$ cat src/rtl/pipe_reg_chain.sv
// Multi-stage pipeline register with per-stage valid bits and valid/ready back-pressure.
// Define PIPE_OCC_EN to build the registered occupancy port and its counter.
module pipe_reg_chain #(
  parameter int WIDTH = 8,
  parameter int DEPTH = 3
) (
  input  logic             clk,
  input  logic             rst,
  input  logic             flush,
  input  logic             in_valid,
  output logic             in_ready,
  input  logic [WIDTH-1:0] in_data,
  output logic             out_valid,
  input  logic             out_ready,
  output logic [WIDTH-1:0] out_data
`ifdef PIPE_OCC_EN
  ,
  output logic [$clog2(DEPTH+1)-1:0] occupancy
`endif
);

  logic [DEPTH-1:0]            vld_q, vld_d;
  logic [DEPTH-1:0][WIDTH-1:0] dat_q, dat_d;
  logic [DEPTH-1:0]            mv;   // stage i hands its word downstream this cycle
  logic [DEPTH-1:0]            ok;   // stage i may load this cycle
  logic                        rdy;
  logic                        acc;

  always_comb begin
    mv = '0;
    ok = '0;
    // Ready ripples back from out_ready, output stage first, so empty stages absorb bubbles.
    mv[DEPTH-1] = vld_q[DEPTH-1] & out_ready;
    ok[DEPTH-1] = ~vld_q[DEPTH-1] | mv[DEPTH-1];
    for (int i = DEPTH-2; i >= 0; i--) begin
      mv[i] = vld_q[i] & ok[i+1];
      ok[i] = ~vld_q[i] | mv[i];
    end
    rdy = ~rst & ~flush & ok[0];
    acc = in_valid & rdy;

    vld_d = vld_q;
    dat_d = dat_q;
    if (acc) begin
      vld_d[0] = 1'b1;
      dat_d[0] = in_data;
    end else if (mv[0]) begin
      vld_d[0] = 1'b0;
    end
    for (int i = 1; i < DEPTH; i++) begin
      if (mv[i-1]) begin
        vld_d[i] = 1'b1;
        dat_d[i] = dat_q[i-1];
      end else if (mv[i]) begin
        vld_d[i] = 1'b0;
      end
    end
    // Flush drops every word but leaves the data registers untouched.
    if (flush) begin
      vld_d = '0;
      dat_d = dat_q;
    end
  end

  always_ff @(posedge clk) begin
    if (rst) begin
      vld_q <= '0;
      dat_q <= '0;
    end else begin
      vld_q <= vld_d;
      dat_q <= dat_d;
    end
  end

  assign in_ready  = rdy;
  assign out_valid = vld_q[DEPTH-1];
  assign out_data  = dat_q[DEPTH-1];

`ifdef PIPE_OCC_EN
  localparam int OW = $clog2(DEPTH+1);
  logic [OW-1:0] occ_q, occ_d;

  always_comb begin
    occ_d = occ_q;
    if (flush)
      occ_d = '0;
    else if (acc && !mv[DEPTH-1])
      occ_d = occ_q + OW'(1);
    else if (!acc && mv[DEPTH-1])
      occ_d = occ_q - OW'(1);
  end

  always_ff @(posedge clk) begin
    if (rst) occ_q <= '0;
    else     occ_q <= occ_d;
  end

  assign occupancy = occ_q;

  a_occ_popcount: assert property (@(posedge clk) disable iff (rst)
    occ_q == OW'($countones(vld_q)));
`endif

endmodule
$ cat config.mk
export PLATFORM = sky130hd
export DESIGN_NAME = pipe_reg_chain
export DESIGN_NICKNAME = d
export VERILOG_FILES = /design/src/rtl/pipe_reg_chain.sv
export SDC_FILE = /design/constraint.sdc
export NUM_CORES = 1
export LEC_CHECK = 0
export ABC_AREA = 1
export CORE_MARGIN = 2
export CORE_UTILIZATION = 54
export CTS_CLUSTER_SIZE = 28
export DETAILED_ROUTE_END_ITERATION = 10
export GPL_ROUTABILITY_DRIVEN = 0
export GPL_TIMING_DRIVEN = 0
export PLACE_DENSITY_LB_ADDON = 0.2
export SETUP_SLACK_MARGIN = 0.4
export SLEW_MARGIN = 20
export SYNTH_ARGS = -nofsm -noshare
export SYNTH_HDL_FRONTEND = slang
export SYNTH_SLANG_ARGS = --single-unit
$ cat constraint.sdc
create_clock -name clk -period 1.45 [get_ports clk]
set_input_delay 0.435 -clock clk [delete_from_list [all_inputs] [get_ports clk]]
set_output_delay 0.435 -clock clk [all_outputs]
set_load 0.05 [all_outputs]
-- Word-level counts from Yosys, hierarchy flattened
Cells that the tools add are included.
Widths: inputs -> output; s select.
- register bits: 27
- bits in latches: 0
- bits in writable memories: 0
- ROM bits: 0
- input bits: 13
- output and inout bits: 10
- word-level logic and storage cells: 33
- memories kept: 0
- $add $sub $neg: 0
- multiply operators: 0
- div/mod/pow operators: 0
- order comparisons: 0
- eq/ne operators: 0
- shifts and indexed selects: 0
- mux-type cells: 6
- bitwise gates (word level): 14
- reductions and logical operators: 7
- operators with widths (kind ; number):
    $and 1x1->1 ; 6
    $mux 1 ; 6
    $reduce_and 2->1 ; 3
    $reduce_bool 2->1 ; 3
    $not 1->1 ; 5
    $or 1x1->1 ; 3
    $reduce_or 2->1 ; 1

-- Depth between registers and ports, before layout
Gate-level depths: netlist of the first run.
- depth in word-level cells: 9
- mapped depth: 6
- gate-level depth less buffers: 6

-- Worst setup path after synthesis of the first run
No wires, ideal clock.
- path kind: reg2out
- start: register vld_q[2]
- end: output in_ready
- arrival time: 1.274 ns
- data required time: 1.015 ns
- path slack: -0.259 ns
- cell stages (with the launch flop): 5
- path buffers: 1
- path through: dfxtp_1 nand4_2 buf_6 nand2_1 inv_1
- cells in the longest elaborated chain, start to end: 7
- elaborated cells between the ends (all ways): 8
- classes of those cells: bitwise: 8
- ends and longest elaborated chain (element ; line ; text):
    start: declaration ; 22 ; logic [DEPTH-1:0] vld_q, vld_d;
    start signal: assignment ; 70 ; vld_q <= vld_d;
    $and 1x1->1 / $not 1->1 (equally long branches) ; 33, 34 ;
    $or 1x1->1 * ; 34 ; ok[DEPTH-1] = ~vld_q[DEPTH-1] | mv[DEPTH-1];
    $and 1x1->1 * ; 36 ; mv[i] = vld_q[i] & ok[i+1];
    $or 1x1->1 * ; 37 ; ok[i] = ~vld_q[i] | mv[i];
    $and 1x1->1 * ; 36 ;
    $or 1x1->1 * ; 37 ;
    $and 1x1->1 * ; 39 ; rdy = ~rst & ~flush & ok[0];
    end: declaration ; 11 ; output logic in_ready,
Mark *: on every way between the ends. The rest lies on a longest branch, timed or not.

-- Final worst setup path of the first run
- start: register vld_q[1]
- end: output in_ready
- cells in the longest elaborated chain, start to end: 5
- elaborated cells between the ends (all ways): 6
- classes of those cells: bitwise: 6
- ends and longest elaborated chain (element ; line):
    $and 1x1->1 / $not 1->1 (equally long branches) ; 36, 37
    $or 1x1->1 * ; 37
    $and 1x1->1 * ; 36
    $or 1x1->1 * ; 37
    $and 1x1->1 * ; 39
Marks and branches as above.

==> results of run 1 <==
==> state kept, by name, indices dropped and copies added, names as in the netlist <==
signal,flops
vld_q,3
dat_q,16
out_data,8
==> cell usage in the layout (no fill, tap or decap), drive strengths merged <==
cell,instances
dfxtp,27
o21ai,16
nor2,43
nand4,9
buf,35
clkinvlp,1
clkinv,2
clkbuf,5
clkdlybuf4s50,8
nand3,3
inv,30
nand2,22
a21oi,3
==> report_power, final <==
part	leakage, nW	internal (mW)	total, mW	switching [mW]
logic	0.612	0.0858	0.192	0.107
registers	0.225	0.755	0.768	0.0130
clock network	0.0183	0.107	0.331	0.224
==> cells by family after synthesis <==
group,Yosys count,synth area share
DFF,27,0.451
and+or+nand+nor,74,0.283
AOI/OAI and AO/OA,19,0.0794
buffers and inverters,45,0.186
==> stage by stage <==
step | power (mW) | area, sq um | std cells
final | 1.29 | 1970 | 232
after global routing | 1.34 | 1970 | 232
after floorplan | 0.873 | 1230 | 165
after global placement | 0.923 | 1480 | 214
after CTS | 1.25 | 1680 | 225
after detailed placement | 0.927 | 1480 | 214
==> repair_timing <==
item,4_1_cts,5_1_grt
buffers inserted,5,6
pin swaps,4,14
hold buffers,0,0
gates cloned,2,1
resized for setup,116,82
endpoints found under the setup margin,37,37
==> metal layers <==
layer	GRT usage	vias up	wire [um]
met3	0.0175	14	112
met4	0.0721	0	136
met5	0	-	0
li1	-	577	-
met2	0.392	41	1840
met1	0.196	542	1370
==> worst reg2reg max path: stages (launching register included) <==
cell      delay, ns
dfxtp_4        0.38
buf_6          0.11
buf_6          0.11
buf_6          0.13
nand3_4        0.11
nand2_8        0.10
clkinv_8       0.12
nor2_4         0.04
nor2_1         0.18
==> path summary, 6_finish.rpt <==
| path | endpoint | cells after the start | from | slack [ns] |
|---|---|---|---|---|
| hold reg to reg | dat_q[11] | 2 | dat_q[3] | 0.51 |
| hold / removal | out_data[1] | 4 | rst | 0.44 |
| setup / recovery | in_ready | 5 | vld_q[1] | -0.21 |
| setup reg to reg | dat_q[15] | 8 | vld_q[2] | 0.11 |
==> final cells by class <==
cell class,count,area share
plain buffers,13,0.0692
clock buffers,3,0.0114
clock inverters,1,0.00317
inverters,32,0.0819
multi-input cells,96,0.359
flip-flops and latches,27,0.284
well taps,28,0.0178
repair buffers,32,0.174
==> flow_metrics.env, run 1 <==
export IMPL_status="finished with violations"
export IMPL_violations="setup timing"
export IMPL_insertion_delay_ns=0.32
export IMPL_dp_worst_setup_slack_ns=-1.22
export IMPL_grt_max_degree=17
export IMPL_vias=1174
export IMPL_crit_family="flip-flops"
export IMPL_synthFlopType="dfxtp_1"
export IMPL_maxCapViolCount=0
export IMPL_syn_inst=165
export IMPL_drive_above_1_share=0.495
export IMPL_antenna_cells=0
export IMPL_synth_area_top_cells="dfxtp_1 (45%), nor2_1 (11%), inv_1 (8.8%), o21ai_0 (6.7%), buf_4 (6.3%)"
export IMPL_synth_most_common_cell="nor2_1"
export IMPL_cts_max_path_buffers=2
export IMPL_ant_nets=0
export IMPL_fmax_mhz=604
export IMPL_hp_class="input pin to flip-flop"
export IMPL_period_share=1.14
export IMPL_whs_ns=0.443
export IMPL_power_density_nw_per_um2=655
export IMPL_crit_path_max_incr_delay_ns=0.39
export IMPL_hold_viol=0
export IMPL_async_flop_share=0
export IMPL_area_growth_pct=64.7
export IMPL_synth_seq_cells=27
export IMPL_leakagePower_nw=0.855
export IMPL_detailed_place_hpwl_um=1490
export IMPL_path_class="flip-flop to output pin"
export IMPL_start_util=0.557
export IMPL_start_kind="flip-flop"
export IMPL_cts_tree="done"
export IMPL_grt_overflow=0
export IMPL_rows=17
export IMPL_grt_usage=0.192
export IMPL_num_nets_final=218
export IMPL_drt_pass1_iter_count=4
export IMPL_nFillCells=76
export IMPL_cts_clk_slew_worst_paths_ns=0.14
export IMPL_max_slew_worst_pin_slew_ns=0.370
export IMPL_min_period_ns=1.66
export IMPL_multi_input_area_sq_um=708
export IMPL_postLayoutCoreUtil=0.918
export IMPL_synth_nets=178
export IMPL_grt_pass1_vias=940
export IMPL_synth_cell_types=17
export IMPL_cp_num_buf_inv=3
export IMPL_finalClockSkew_ns=0.00345
export IMPL_routed_via_density=5.06
export IMPL_wl_um=3460
export IMPL_slew_limit_headroom=0.753
export IMPL_path_cells="nand4_4 > buf_6 > nand2_4 > clkinvlp_4 > buf_8"
export IMPL_cp_data_required_time_ns=1.02
export IMPL_cts_made_buffers=3
export IMPL_antenna_found_initial=0
export IMPL_drv_slew=0
export IMPL_cp_slowest_cell="dfxtp_4"
export IMPL_die_w_um=51.1
export IMPL_ys_seq_area_frac=0.451
export IMPL_crit_fanout=2
export IMPL_synth_top_area_share=0.451
export IMPL_synth_area_per_cell_sq_um=7.26
export IMPL_grt_pass1_wl_um=3770
export IMPL_ctsHtreeMaxLevel=1
export IMPL_dieHeight_um=51.1
export IMPL_timing_setup_tns_ns=-0.249
export IMPL_synth_warnings=0
export IMPL_wl_per_cell_um=14.9
export IMPL_drtIter0Drc=19
export IMPL_io_pins=23
export IMPL_rsz0062_at_grt="true"
export IMPL_peakVddDrop_v=0.000586
export IMPL_cp_end_kind="output pin"
export IMPL_synth_area_sq_um=1200
export IMPL_portBuffers=21
export IMPL_synth_edf_count=0
export IMPL_coreArea_sq_um=2150
export IMPL_drcViolationCount=0
export IMPL_synth_common_cells="nor2_1 (35), inv_1 (28), dfxtp_1 (27), nand2_1 (18), o21ai_0 (16)"
export IMPL_yosysTopAreaCell="dfxtp_1"
export IMPL_seq_area_sq_um=559
export IMPL_root_buffer="clkbuf_4"
export IMPL_cp_arrival_ns=1.22
export IMPL_finalSetupViolations=2
export IMPL_dieArea_sq_um=2610
export IMPL_fin_ws_ns=-0.205
export IMPL_clock_sinks=27
Power figures use the tool's default switching activity.
==> run 2: changes to the inputs <==
--- a/config.mk
+++ b/config.mk
@@ -14,6 +14,7 @@
 export GPL_TIMING_DRIVEN = 0
 export PLACE_DENSITY_LB_ADDON = 0.2
 export SETUP_SLACK_MARGIN = 0.4
+export SKIP_LAST_GASP = 1
 export SLEW_MARGIN = 20
 export SYNTH_ARGS = -nofsm -noshare
 export SYNTH_HDL_FRONTEND = slang
==> run 2 against run 1 <==
- the run still ends with setup timing left
- maximum frequency fell by 1.0%
- clock skew up 0.00092 ns
- setup slack worse by 0.017 ns
- design area decreased by 8.8%
- global-route usage down 0.062 points
- core utilization fell by 8.1 points
- critical path depth is the same
- via count down 2.0%
- sequential cell count stayed put
- sequential power barely moved
- critical path type unchanged
- largest power group unchanged
==> flow_metrics.env, run 2 (synthesis gave the netlist of run 1 again) <==
export IMPL_start_util=0.557
export IMPL_slew_limit_headroom=0.830
export IMPL_detailed_place_hpwl_um=1490
export IMPL_io_pins=23
export IMPL_dp_worst_setup_slack_ns=-1.22
export IMPL_ctsHtreeMaxLevel=1
export IMPL_final_common_cell="nor2_1"
export IMPL_cts_clk_slew_worst_paths_ns=0.14
export IMPL_peakVddDrop_v=0.000510
export IMPL_period_share=1.15
export IMPL_root_buffer="clkbuf_4"
export IMPL_antenna_found_initial=0
export IMPL_grt_overflow=0
export IMPL_cp_data_required_time_ns=1.02
export IMPL_multi_input_area_sq_um=574
export IMPL_drtIter0Drc=12
export IMPL_stdcell_count=229
export IMPL_die_w_um=51.1
export IMPL_dieHeight_um=51.1
export IMPL_cp_arrival_ns=1.24
export IMPL_grt_max_degree=17
export IMPL_seq_area_sq_um=559
export IMPL_fmax_mhz=598
export IMPL_top_register="dat_q"
export IMPL_rows=17
export IMPL_wl_um=2940
export IMPL_grt_usage=0.191
export IMPL_finalSetupViolations=1
export IMPL_grt_pass1_wl_um=3760
export IMPL_drt_pass1_iter_count=4
export IMPL_hold_viol=0
export IMPL_power_density_nw_per_um2=710
export IMPL_cts_made_buffers=3
export IMPL_status="finished with violations"
export IMPL_area_growth_pct=50.2
export IMPL_drcViolationCount=0
export IMPL_final_cell_mix="nor2_1 (33), inv_1 (26), nand2_1 (16), dfxtp_1 (16), buf_6 (15)"
export IMPL_num_nets_final=215
export IMPL_antenna_cells=0
export IMPL_fin_ws_ns=-0.222
export IMPL_dp_cells=214
export IMPL_maxCapViolCount=0
export IMPL_whs_ns=0.420
export IMPL_cp_end_kind="output pin"
export IMPL_finalClockSkew_ns=0.00437
export IMPL_drive_above_1_share=0.398
export IMPL_coreArea_sq_um=2150
export IMPL_crit_fanout=2
export IMPL_violations="setup timing"
export IMPL_portBuffers=21
export IMPL_clock_sinks=27
export IMPL_cts_max_path_buffers=2
export IMPL_path_class="flip-flop to output pin"
export IMPL_start_kind="flip-flop"
export IMPL_routed_via_density=5.03
export IMPL_ant_nets=0
export IMPL_min_period_ns=1.67
export IMPL_largest_register_ffs=16
export IMPL_leakagePower_nw=0.783
export IMPL_dieArea_sq_um=2610
export IMPL_drv_slew=0
export IMPL_wl_per_cell_um=12.9
export IMPL_insertion_delay_ns=0.32
export IMPL_grt_pass1_vias=940
export IMPL_hp_class="input pin to flip-flop"
export IMPL_max_slew_worst_pin_slew_ns=0.255
export IMPL_cts_tree="done"
export IMPL_vias=1151
export IMPL_rsz0062_at_grt="true"
export IMPL_nFillCells=126
-- run 2: timing repair --
action | CTS | global route
resized for setup | 115 | 42
hold buffers | 0 | 0
hold endpoints to repair | 0 | 0
pin swaps | 4 | 8
cloned | 2 | 1
setup endpoints to repair | 37 | 37
buffers inserted | 5 | 3
-- run 2: layout make-up --
| class | count | area share |
|---|---|---|
| buffer | 13 | 0.0759 |
| clock buffer | 3 | 0.0125 |
| clock inverter | 1 | 0.00348 |
| inverter | 32 | 0.0842 |
| multi-input combinational | 96 | 0.319 |
| sequential | 27 | 0.311 |
| tap | 28 | 0.0195 |
| timing repair buffer | 29 | 0.174 |
-- run 2: stage by stage --
step / instance area (sq um) / util / setup TNS (ns) / power, mW
after floorplan: 1230 / - / 0 / 0.873
after global placement: 1480 / 0.688 / -8.41 / 0.923
after detailed placement: 1480 / 0.688 / -9.10 / 0.927
after CTS: 1680 / 0.780 / -0.212 / 1.25
after global routing: 1800 / 0.837 / -0.270 / 1.33
final: 1800 / 0.837 / -0.222 / 1.28
-- run 2: metal layers --
layer  up-vias  share of wire  GRT usage
li1        571              -          -
met1       507           0.36      0.194
met2        54           0.53      0.392
met3        19          0.048     0.0175
met4         0          0.060     0.0721
met5         -              0          0
-- run 2: worst max-delay path, stage by stage, from the launching register on --
cell and delay, ns:
dfxtp_4 0.40, nand4_4 0.11, buf_6 0.14, nand2_4 0.05, clkinvlp_4 0.07, buf_8 0.15
-- run 2: power breakdown --
part | total, mW | leakage (nW) | switching, mW | internal, mW
Clock | 0.331 | 0.0183 | 0.223 | 0.107
Combinational | 0.181 | 0.540 | 0.0989 | 0.0817
Sequential | 0.766 | 0.225 | 0.0113 | 0.755
Total | 1.28 | 0.783 | 0.334 | 0.944
-- run 2: final timing paths --
path               start     endpoint  slack, ns  cells past startpoint
min                  rst  out_data[1]       0.42                      4
max             vld_q[1]     in_ready      -0.22                      5
min reg2reg  out_data[1]  out_data[1]       0.50                      2
max reg2reg     vld_q[1]  out_data[3]       0.26                      6
==> run 3: changes to the inputs <==
--- a/config.mk
+++ b/config.mk
@@ -7,7 +7,7 @@
 export LEC_CHECK = 0
 export ABC_AREA = 1
 export CORE_MARGIN = 2
-export CORE_UTILIZATION = 54
+export CORE_UTILIZATION = 45
 export CTS_CLUSTER_SIZE = 28
 export DETAILED_ROUTE_END_ITERATION = 10
 export GPL_ROUTABILITY_DRIVEN = 0
==> constraint.sdc (replaced) <==
create_clock -name clk -period 1.5 [get_ports clk]
set_input_delay 0.45 -clock clk [delete_from_list [all_inputs] [get_ports clk]]
set_output_delay 0.45 -clock clk [all_outputs]
set_load 0.05 [all_outputs]
==> run 3 against run 2 <==
- the flow still finishes with violations (setup timing)
- critical path depth stayed put
- sequential cell count stayed put
- hold slack worse by 0.0013 ns
- clock power hardly changed
- wire length is 2.4% higher
- sequential power is 3.7% lower
- via count is 2.5% higher
- global-route usage is 1.7 points lower
- register-to-register slack hardly changed
- non-clock buffer count is 8 higher
- die area is 18% higher
- power hardly changed
==> flow_metrics.env, run 3 (synthesis gave the netlist of run 1 again) <==
export IMPL_status="finished with violations"
export IMPL_violations="setup timing"
export IMPL_slew_limit_headroom=0.876
export IMPL_cp_depth=5
export IMPL_cp_num_buf_inv=3
export IMPL_nFillCells=195
export IMPL_min_period_ns=1.69
export IMPL_cts_max_path_buffers=2
export IMPL_grt_pass1_wl_um=4320
export IMPL_cts_made_buffers=3
export IMPL_power_density_nw_per_um2=685
export IMPL_start_kind="flip-flop"
export IMPL_final_common_cell="nor2_1"
export IMPL_ctsHtreeMaxLevel=1
export IMPL_dieHeight_um=55.6
export IMPL_cts_clk_slew_worst_paths_ns=0.15
export IMPL_whs_ns=0.418
export IMPL_drt_pass1_iter_count=4
export IMPL_p_comb_frac=0.163
export IMPL_hold_viol=0
export IMPL_fin_ws_ns=-0.191
export IMPL_dp_cells=216
export IMPL_r2r_slack_ns=0.26
export IMPL_max_slew_worst_pin_slew_ns=0.185
export IMPL_rows=18
export IMPL_io_pins=23
export IMPL_insertion_delay_ns=0.33
export IMPL_worstSetupStartpoint="vld_q[2]"
export IMPL_r2r_start="vld_q[2]"
export IMPL_grt_max_degree=16
export IMPL_area_growth_pct=55.8
export IMPL_drv_slew=0
export IMPL_antenna_found_initial=0
export IMPL_reg2reg_depth=7
export IMPL_intPower_uw=930
export IMPL_multi_input_area_sq_um=554
export IMPL_num_nets_final=223
export IMPL_dieArea_sq_um=3090
export IMPL_crit_fanout=3
export IMPL_die_w_um=55.6
export IMPL_pwr_share_clk=0.259
export IMPL_drtIter0Drc=13
export IMPL_ant_nets=0
export IMPL_reg2reg_to="dat_q[2]"
export IMPL_post_dp_cell_area_sq_um=1470
export IMPL_cp_end_kind="output pin"
export IMPL_totalPowerFinal_mw=1.28
export IMPL_ctsHoldBuffers=0
export IMPL_cp_data_required_time_ns=1.05
export IMPL_timing_setup_tns_ns=-0.191
export IMPL_clock_sinks=27
export IMPL_cp_arrival_ns=1.24
export IMPL_finalSetupViolations=1
export IMPL_finalClockSkew_ns=0.00286
export IMPL_crit_family="flip-flops"
export IMPL_wl_per_cell_um=12.6
export IMPL_cts_tree="done"
export IMPL_postLayoutCellArea_sq_um=1870
export IMPL_leakagePower_nw=0.817
export IMPL_hp_class="input pin to flip-flop"
export IMPL_routed_via_density=4.94
export IMPL_path_class="flip-flop to output pin"
export IMPL_grt_usage=0.175
export IMPL_grt_pass1_vias=1071
export IMPL_period_share=1.13
export IMPL_wl_um=3020
export IMPL_start_util=0.479
export IMPL_seq_area_sq_um=559
export IMPL_drive_above_1_share=0.459
export IMPL_largest_register_ffs=16
export IMPL_top_register="dat_q"
export IMPL_rsz0062_at_grt="true"
export IMPL_crit_path_max_incr_delay_ns=0.40
export IMPL_fmax_mhz=591
export IMPL_antenna_cells=0
export IMPL_power_switching_uw=347
export IMPL_seqPwrFrac=0.578
export IMPL_drcViolationCount=0
export IMPL_maxCapViolCount=0
export IMPL_root_buffer="clkbuf_4"
export IMPL_stdcell_count=239
export IMPL_path_cells="nand4_4 > buf_6 > nand2_4 > clkinvlp_4 > buf_8"
export IMPL_grt_overflow=0
export IMPL_cp_slowest_cell="dfxtp_4"
export IMPL_peakVddDrop_v=0.000512
export IMPL_final_cell_mix="nor2_1 (33), inv_1 (21), buf_6 (18)"
export IMPL_cp_endpoint="in_ready"
export IMPL_vias=1180
export IMPL_portBuffers=21
export IMPL_p_sw_frac=0.271
export IMPL_detailed_place_hpwl_um=1570
export IMPL_coreArea_sq_um=2500
[run 3: cell types whose count changed in the layout (fill, tap and decap cells not counted), sizes merged]
cell / before / now
buf: 32 / 41
clkbuf: 5 / 4
[run 3: power groups by stage]
stage	Combinational [mW]	Clock, mW	Sequential [mW]
final	0.208	0.331	0.738
after global routing	0.225	0.343	0.739
after CTS	0.179	0.314	0.737
after detailed placement	0.141	0	0.754
after global placement	0.136	0	0.754
after floorplan	0.0907	0	0.753
[run 3: metal layers]
layer	global-route usage	up-vias	routed length, um
li1	-	591	-
met1	0.181	537	1160
met2	0.320	39	1590
met3	0.0279	13	117
met4	0.115	0	141
met5	0	-	0
[run 3: area by class of cell]
cell class,instances,share of cell area
buffer,13,0.0731
clock buffer,3,0.0121
clock inverter,1,0.00268
inverter,32,0.0744
multi-input combinational,96,0.297
sequential,27,0.300
tap,30,0.0201
timing repair buffer,37,0.221
[run 3: worst min-delay path: cells and delay by family]
kind	cells	cell delay [ns]
compound gates	1	0.05
simple gates	1	0.11
buf+inv	1	0.12
[run 3: worst min path at each step]
stage / start / end / slack, ns / cells after the start
2_1_floorplan: dat_q[10] / dat_q[10] / 0.45 / 2
3_3_place_gp: dat_q[15] / dat_q[15] / 0.46 / 2
3_5_place_dp: dat_q[10] / dat_q[10] / 0.47 / 2
4_1_cts: in_valid / vld_q[0] / 0.43 / 3
5_1_grt: in_valid / vld_q[0] / 0.43 / 3
6_report: in_valid / vld_q[0] / 0.42 / 3
[run 3: per-stage QoR]
step / utilization / setup WS (ns)
2_1_floorplan: - / 0.0588
3_3_place_gp: 0.590 / -1.15
3_5_place_dp: 0.590 / -1.15
4_1_cts: 0.699 / -0.170
5_1_grt: 0.746 / -0.239
6_report: 0.746 / -0.191
[run 3: repair_timing]
action                                  CTS  global route
buffers inserted                         12             4
pin swaps                                 5            16
endpoints found under the setup margin   37            35
cloned                                    1             2
gates resized for setup                 130            34
